--- src/rtl/div_unit.sv ---
// Multi-cycle restoring divider for the HI/LO datapath: one shift-subtract step per clock,
// signed/unsigned, divide-by-zero short path, annul and execute-stage stall request.
module div_unit (
    input  logic        clk,
    input  logic        rst,
    input  logic        start_i,
    input  logic        annul_i,
    input  logic        signed_div_i,
    input  logic [31:0] opdata1_i,
    input  logic [31:0] opdata2_i,
    output logic [63:0] result_o,
    output logic        ready_o,
    output logic        stallreq_o
);
    typedef enum logic [1:0] {S_FREE, S_BYZERO, S_ON, S_END} state_t;

    state_t      r_state;
    logic [5:0]  r_cnt;
    logic [31:0] r_rem;
    logic [31:0] r_quo;
    logic [31:0] r_dividend;
    logic [31:0] r_divisor;
    logic        r_sign1;
    logic        r_sign2;
    logic [63:0] r_result;
    logic        r_ready;

    logic [32:0] w_rem_sh;
    logic [32:0] w_diff;
    logic        w_ge;
    logic [31:0] w_quo_fix;
    logic [31:0] w_rem_fix;

    always_comb begin
        // ~cnt[4:0] == 31-cnt: dividend bits enter MSB first
        w_rem_sh  = {r_rem, r_dividend[~r_cnt[4:0]]};
        w_diff    = w_rem_sh - {1'b0, r_divisor};
        // a set top bit on the shifted remainder already exceeds any 32-bit divisor
        w_ge      = w_rem_sh[32] | ~w_diff[32];
        w_quo_fix = (r_sign1 ^ r_sign2) ? (32'd0 - r_quo) : r_quo;
        w_rem_fix = r_sign1 ? (32'd0 - r_rem) : r_rem;
    end

    always_ff @(posedge clk or negedge rst) begin
        if (!rst) begin
            r_state    <= S_FREE;
            r_cnt      <= '0;
            r_rem      <= '0;
            r_quo      <= '0;
            r_dividend <= '0;
            r_divisor  <= '0;
            r_sign1    <= 1'b0;
            r_sign2    <= 1'b0;
            r_result   <= '0;
            r_ready    <= 1'b0;
        end else begin
            case (r_state)
                S_FREE: begin
                    if (start_i && !annul_i) begin
                        if (opdata2_i == '0) begin
                            r_state <= S_BYZERO;
                        end else begin
                            r_state    <= S_ON;
                            r_dividend <= (signed_div_i && opdata1_i[31]) ? (32'd0 - opdata1_i) : opdata1_i;
                            r_divisor  <= (signed_div_i && opdata2_i[31]) ? (32'd0 - opdata2_i) : opdata2_i;
                            r_sign1    <= signed_div_i & opdata1_i[31];
                            r_sign2    <= signed_div_i & opdata2_i[31];
                            r_cnt      <= '0;
                            r_rem      <= '0;
                            r_quo      <= '0;
                        end
                    end
                end
                S_BYZERO: begin
                    r_state  <= S_END;
                    r_result <= '0;
                    r_ready  <= 1'b1;
                end
                S_ON: begin
                    if (annul_i) begin
                        r_state  <= S_FREE;
                        r_result <= '0;
                        r_ready  <= 1'b0;
                    end else if (!r_cnt[5]) begin
                        r_rem <= w_ge ? w_diff[31:0] : w_rem_sh[31:0];
                        r_quo <= {r_quo[30:0], w_ge};
                        r_cnt <= r_cnt + 6'd1;
                    end else begin
                        r_result <= {w_rem_fix, w_quo_fix};
                        r_ready  <= 1'b1;
                        r_state  <= S_END;
                    end
                end
                S_END: begin
                    if (!start_i) begin
                        r_state  <= S_FREE;
                        r_result <= '0;
                        r_ready  <= 1'b0;
                    end
                end
                default: r_state <= S_FREE;
            endcase
        end
    end

    always_comb begin
        stallreq_o = 1'b0;
        if (!annul_i) begin
            stallreq_o = (r_state == S_ON) || (r_state == S_BYZERO) ||
                         ((r_state == S_FREE) && start_i);
        end
    end

    assign result_o = r_result;
    assign ready_o  = r_ready;
endmodule

--- config.mk ---
export PLATFORM = sky130hd
export DESIGN_NAME = div_unit
export DESIGN_NICKNAME = d
export VERILOG_FILES = /design/src/rtl/div_unit.sv
export SDC_FILE = /design/constraint.sdc
export NUM_CORES = 1
export LEC_CHECK = 0
export CAP_MARGIN = 5
export CORE_ASPECT_RATIO = 0.75
export CORE_MARGIN = 3
export CORE_UTILIZATION = 45
export CTS_CLUSTER_DIAMETER = 100
export DETAILED_ROUTE_END_ITERATION = 10
export GPL_ROUTABILITY_DRIVEN = 0
export PLACE_DENSITY = 0.66
export SYNTH_ARGS = -nofsm -noshare
export SYNTH_HDL_FRONTEND = slang
export SYNTH_SLANG_ARGS = --single-unit
--- constraint.sdc ---
create_clock -name clk -period 5.8 [get_ports clk]
set_input_delay 1.74 -clock clk [delete_from_list [all_inputs] [get_ports clk]]
set_output_delay 1.74 -clock clk [all_outputs]
set_load 0.01 [all_outputs]
-- Yosys cells after proc, flatten, opt, wreduce, memory -nomap -nowiden
Cells that the tools add are included.
- output and inout port bits: 66
- bits in registers: 203
- bits of input ports: 69
- eq/ne operators: 9
- muxes and demuxes: 35
- reductions and logical operators: 16
- add/sub/neg operators: 6
- $lt $le $gt $ge: 1
- bitwise gates (word level): 7
- operators with widths (cell ; count):
    $mux 32 ; 11
    $mux 64 ; 3
    $pmux 64 s3 ; 1
    $pmux 32 s2 ; 2
    $sub 1x32->32 const A ; 4
    $sub 33x32->33 ; 1
    $logic_not 32->1 ; 1
    $mux 6 ; 4
    $pmux 6 s2 ; 1
    $mux 2 ; 5
    $ne 2x2->1 const B ; 5
    $reduce_and 3->1 ; 3
    $pmux 2 s4 ; 1
    $add 6x1->6 const B ; 1
    $lt 5x6->1 const B ; 1
    $bmux 1 s5 ; 1
    $mux 1 ; 5
    $not 5->5 ; 1
    $reduce_and 5->1 ; 1
    $eq 2x2->1 const B ; 2
    $logic_and 1x1->1 ; 4
    $reduce_and 4->1 ; 1
    $ne 3x3->1 const B ; 1
    $pmux 1 s3 ; 1
    other kinds (10) ; 13

-- Depth between registers and ports, before layout
- word-level depth: 10
- gate-level depth with buffers: 21

-- Least setup slack after synthesis
No wires, ideal clock.
- kind: flip-flop to flip-flop
- start point: register r_cnt[0]
- end point: register r_rem[1]
- setup slack: 1.155 ns
- arrival: 4.504 ns
- path buffers: 4
- clock period less this slack: 4.645 ns
- library setup time: 0.141 ns
- required time: 5.659 ns
- cell stages (with the launch flop): 21
- cells stage by stage: dfrtp_1 clkbuf_1 buf_1 mux2i_1 o221ai_1 o22ai_1 a21oi_1 a21oi_1 ha_1 inv_1 fa_1 a211oi_1 o211ai_1 a211oi_1 o32ai_1 o21ai_1 o21a_1 clkbuf_1 buf_1 mux2i_1 o22ai_1
- word-level cells in the longest chain between the ends: 10
- ends and longest elaborated chain (what ; line ; text):
    from (decl) ; 18 ; logic [5:0] r_cnt;
    from (signal assigned) ; 87 ; r_cnt <= r_cnt + 6'd1;
    $not 5->5 (*) ; 36 ; w_rem_sh = {r_rem, r_dividend[~r_cnt[4:0]]};
    $bmux 1 s5 (*) ; 36 ;
    $mux 1 (not written as such) (*) ; 36 ;
    $sub 33x32->33 (*) ; 37 ; w_diff = w_rem_sh - {1'b0, r_divisor};
    $not 1->1 ; 39 ; w_ge = w_rem_sh[32] | ~w_diff[32];
    $or 1x1->1 ; 39 ;
    $mux 32 (*) ; 85 ; r_rem <= w_ge ? w_diff[31:0] : w_rem_sh[31:0];
    $mux 32 (*) ; 84 ; end else if (!r_cnt[5]) begin
    $mux 32 (*) ; 80 ; if (annul_i) begin
    $pmux 32 s2 (*) ; 57 ; case (r_state)
    to (signal assigned) ; 85 ;
    to (decl) ; 19 ; logic [31:0] r_rem;
Every way passes the cells marked *; elsewhere a longest branch is shown, timed or not. The select of a mux whose other input is x is not followed.
A chain may end at the register's enable or synchronous reset.

-- Worst setup path after layout
- start point: register r_cnt[0]
- end point: register r_rem[0]
- word-level cells in the longest chain between the ends: 10
- ends and longest elaborated chain (what ; line):
    $not 5->5 (*) ; 36
    $bmux 1 s5 (*) ; 36
    $mux 1 (not written as such) (*) ; 36
    $sub 33x32->33 ; 37
    $not 1->1 ; 39
    $or 1x1->1 ; 39
    $mux 32 (*) ; 85
    $mux 32 (*) ; 84
    $mux 32 (*) ; 80
    $pmux 32 s2 (*) ; 57
Marked as above.

==> run_results.csv <==
group,metric,value,unit
timing,fin_worst_skew,6.49,ps
timing,tns,0,ps
power,ir_drop,193,uV
timing,max_freq,198,MHz
cts,cts_buffers,22,
cts,clkSinkCount,203,
yosys,synth_area_leaders,"dfrtp_1 (41%), nand2_1 (8.5%), xor2_1 (6.5%)",
timing,final-hold-violation-count,0,
power,pwr_density_cell,489,nW/um^2
cts,h-tree-depth,1,
timing,maxSlewViolCount,0,
yosys,synth_edf_count,0,
finish,fillers,2448,
die,core-area,26500,sq um
timing,post-route-min-period,5040,ps
yosys,ys_ff_latch,203,
detailed_routing,via_count,10400,
finish,drive_gt1_frac,0.0460,
die,die_h,149,um
die,ios,135,
place,dp_slack,748,ps
cts,holdBufCountCts,0,
timing,tightest_slew,1090,ps
cts,clockRootBuffer,"clkbuf_16",
yosys,synthFlopType,"dfrtp_1",
global_routing,grt_antenna_before_repair,0,
detailed_routing,wl_per_cell,16.4,um
run,cap_violations,0,
critical_path,critPathMaxFanout,57,
critical_path,end_kind,"register",
critical_path,worstPathArrival,5480,ps
yosys,async_flop_share,1.00,
yosys,syn-cell-area,12300,sq um
yosys,ys_warn_count,0,
finish,antenna_cells,0,
cts,cts_resized,0,
critical_path,cp-start-kind,"register",
global_routing,grt_pass1_vias,9649,
finish,area_growth,19.1,%
yosys,yosysSeqAreaShare,0.412,
die,num_rows,51,
yosys,synth.avg_cell_area,8.50,sq um
yosys,yosys.area.top_type_share,0.412,
cts,cts_tree,"yes",
die,die_w,197,um
timing,rsz0062_at_grt,"no",
hold_path,min_path_type,"register to register",
yosys,synthTopCellsByCount,"nand2_1 (280), dfrtp_1 (203), o21ai_1 (145), xor2_1 (91), o21ai_0 (81)",
power,leakage,6.27,nW
finish,design_area,14700,sq um
global_routing,track_usage,0.213,
cts,insertion_delay,510,ps
die,dieArea,29500,sq um
detailed_routing,drtIter0Drc,805,
yosys,yosysMostFrequentCell,"nand2_1",
cts,clk_path_buf_depth,3,
detailed_routing,routed_wirelength,31300,um
yosys,ys_types,68,
detailed_routing,viasPerCell,5.46,
place,port_buffers,134,
finish,seqCellArea,5080,sq um
finish,multiInputGateArea,6770,sq um
place,dp_hpwl,23300,um
yosys,netlist_instances,1451,
cts,clkTransAtPathRegs,60,ps
critical_path,required,6240,ps
timing,setup_viol,0,
detailed_routing,ant_nets,0,
finish,nets,1662,
timing,worst_slack,761,ps
place,placed_cell_area,14000,sq um
detailed_routing,firstDrtPassIters,5,
timing,min_period_over_period,0.869,
detailed_routing,drc,0,
die,initial_core_util,0.466,
yosys,yosys.area.top_type,"dfrtp_1",
global_routing,grt-ovfl-total,0,
global_routing,grt_max_degree,108,
yosys,synth.net_count,1562,
run_status,status,"finished clean",
global_routing,grt_pass1_wl,51600,um
timing,relSlewSlack,0.264,
critical_path,crit_type,"register to register",
cts,cts_setup_buffers,0,
## worst paths after layout
kind | start | end | slack [ps] | depth (start not counted)
max | r_cnt[0] | r_rem[0] | 760 | 17
min | r_dividend[15] | r_dividend[15] | 480 | 2
max reg2reg | r_cnt[0] | r_rem[0] | 760 | 17
min reg2reg | r_dividend[15] | r_dividend[15] | 480 | 2
max in group asynchronous | rst | r_dividend[4] | 3440 | 2
min in group asynchronous | rst | result_o[37] | 1290 | 1
## logic make-up after synthesis
kind of cell | after synthesis | share of synthesized area
AND/OR/NAND/NOR | 467 | 0.170
AO/OA/AOI/OAI | 438 | 0.209
flip-flops | 203 | 0.412
XOR/XNOR | 146 | 0.104
buffers and inverters | 135 | 0.0417
adder cells (fa/ha/maj) | 42 | 0.0432
multiplexers | 20 | 0.0205
## where the power goes
group          internal (mW)  leakage, nW  switching, mW  total, mW
Sequential              1.75         2.71          0.365       2.11
Clock                  0.781        0.339          0.572       1.35
Combinational           1.44         3.21           2.28       3.72
Total                   3.97         6.27           3.21       7.18
## worst max-delay path: stages (launching register included)
cell and delay (ps):
dfrtp_1 320, buf_4 290, mux4_2 580, o22ai_1 180, a21oi_1 60, a21oi_1 290
ha_1 280, inv_1 70, fa_1 430, a211oi_1 310, o211ai_1 180, a211oi_1 400
o32ai_1 210, o21ai_1 340, o21a_1 210, buf_12 250, mux2_2 410, o22ai_1 110
## registers in the layout, summed over array words and instances (netlist names)
name,cells
r_sign1,1
r_rem,32
r_divisor,32
r_state,2
r_cnt,6
r_sign2,1
r_quo,32
ready_o,1
r_dividend,32
result_o,64
## stage by stage
step	hold slack [ps]	cells	utilization	power, mW
floorplan	441	1451	-	4.80
global placement	463	1871	0.529	5.72
detailed placement	462	1871	0.529	5.82
CTS	482	1908	0.555	7.20
global route	490	1908	0.555	7.79
finish	478	1908	0.555	7.18
## layout by cell type (no fill, tap or decap), types with 12 or more instances in the layout
| cell | synthesis | final |
|---|---|---|
| nor2_1 | 64 | 64 |
| xnor2_1 | 55 | 55 |
| a21oi_1 | 78 | 78 |
| clkbuf_16 | 0 | 22 |
| nand3_1 | 13 | 13 |
| o21ai_0 | 81 | 81 |
| o21ai_1 | 145 | 144 |
| xor2_1 | 91 | 91 |
| dfrtp_1 | 203 | 203 |
| o31ai_1 | 51 | 51 |
| nand2_1 | 280 | 280 |
| inv_1 | 61 | 61 |
| buf_4 | 1 | 12 |
| mux2i_1 | 14 | 14 |
| nor3_1 | 21 | 20 |
| clkdlybuf4s50_1 | 0 | 133 |
| ha_1 | 41 | 41 |
| nor4_1 | 14 | 14 |
| nand2b_1 | 23 | 23 |
## cell type report
cell class | count | area share
multi-input cells | 1113 | 0.461
clock inverters | 7 | 0.00511
inverters | 62 | 0.0158
repair buffers | 149 | 0.102
flip-flops and latches | 203 | 0.346
clock buffers | 30 | 0.0416
well taps | 344 | 0.0293
## routing by layer
metal | up-vias | routed length, um | track usage
li1 | 5286 | - | -
met1 | 4813 | 17000 | 0.354
met2 | 282 | 12100 | 0.287
met3 | 31 | 1750 | 0.0334
met4 | 0 | 494 | 0.0395
met5 | - | 0 | 0
Power figures use the tool's default switching activity.
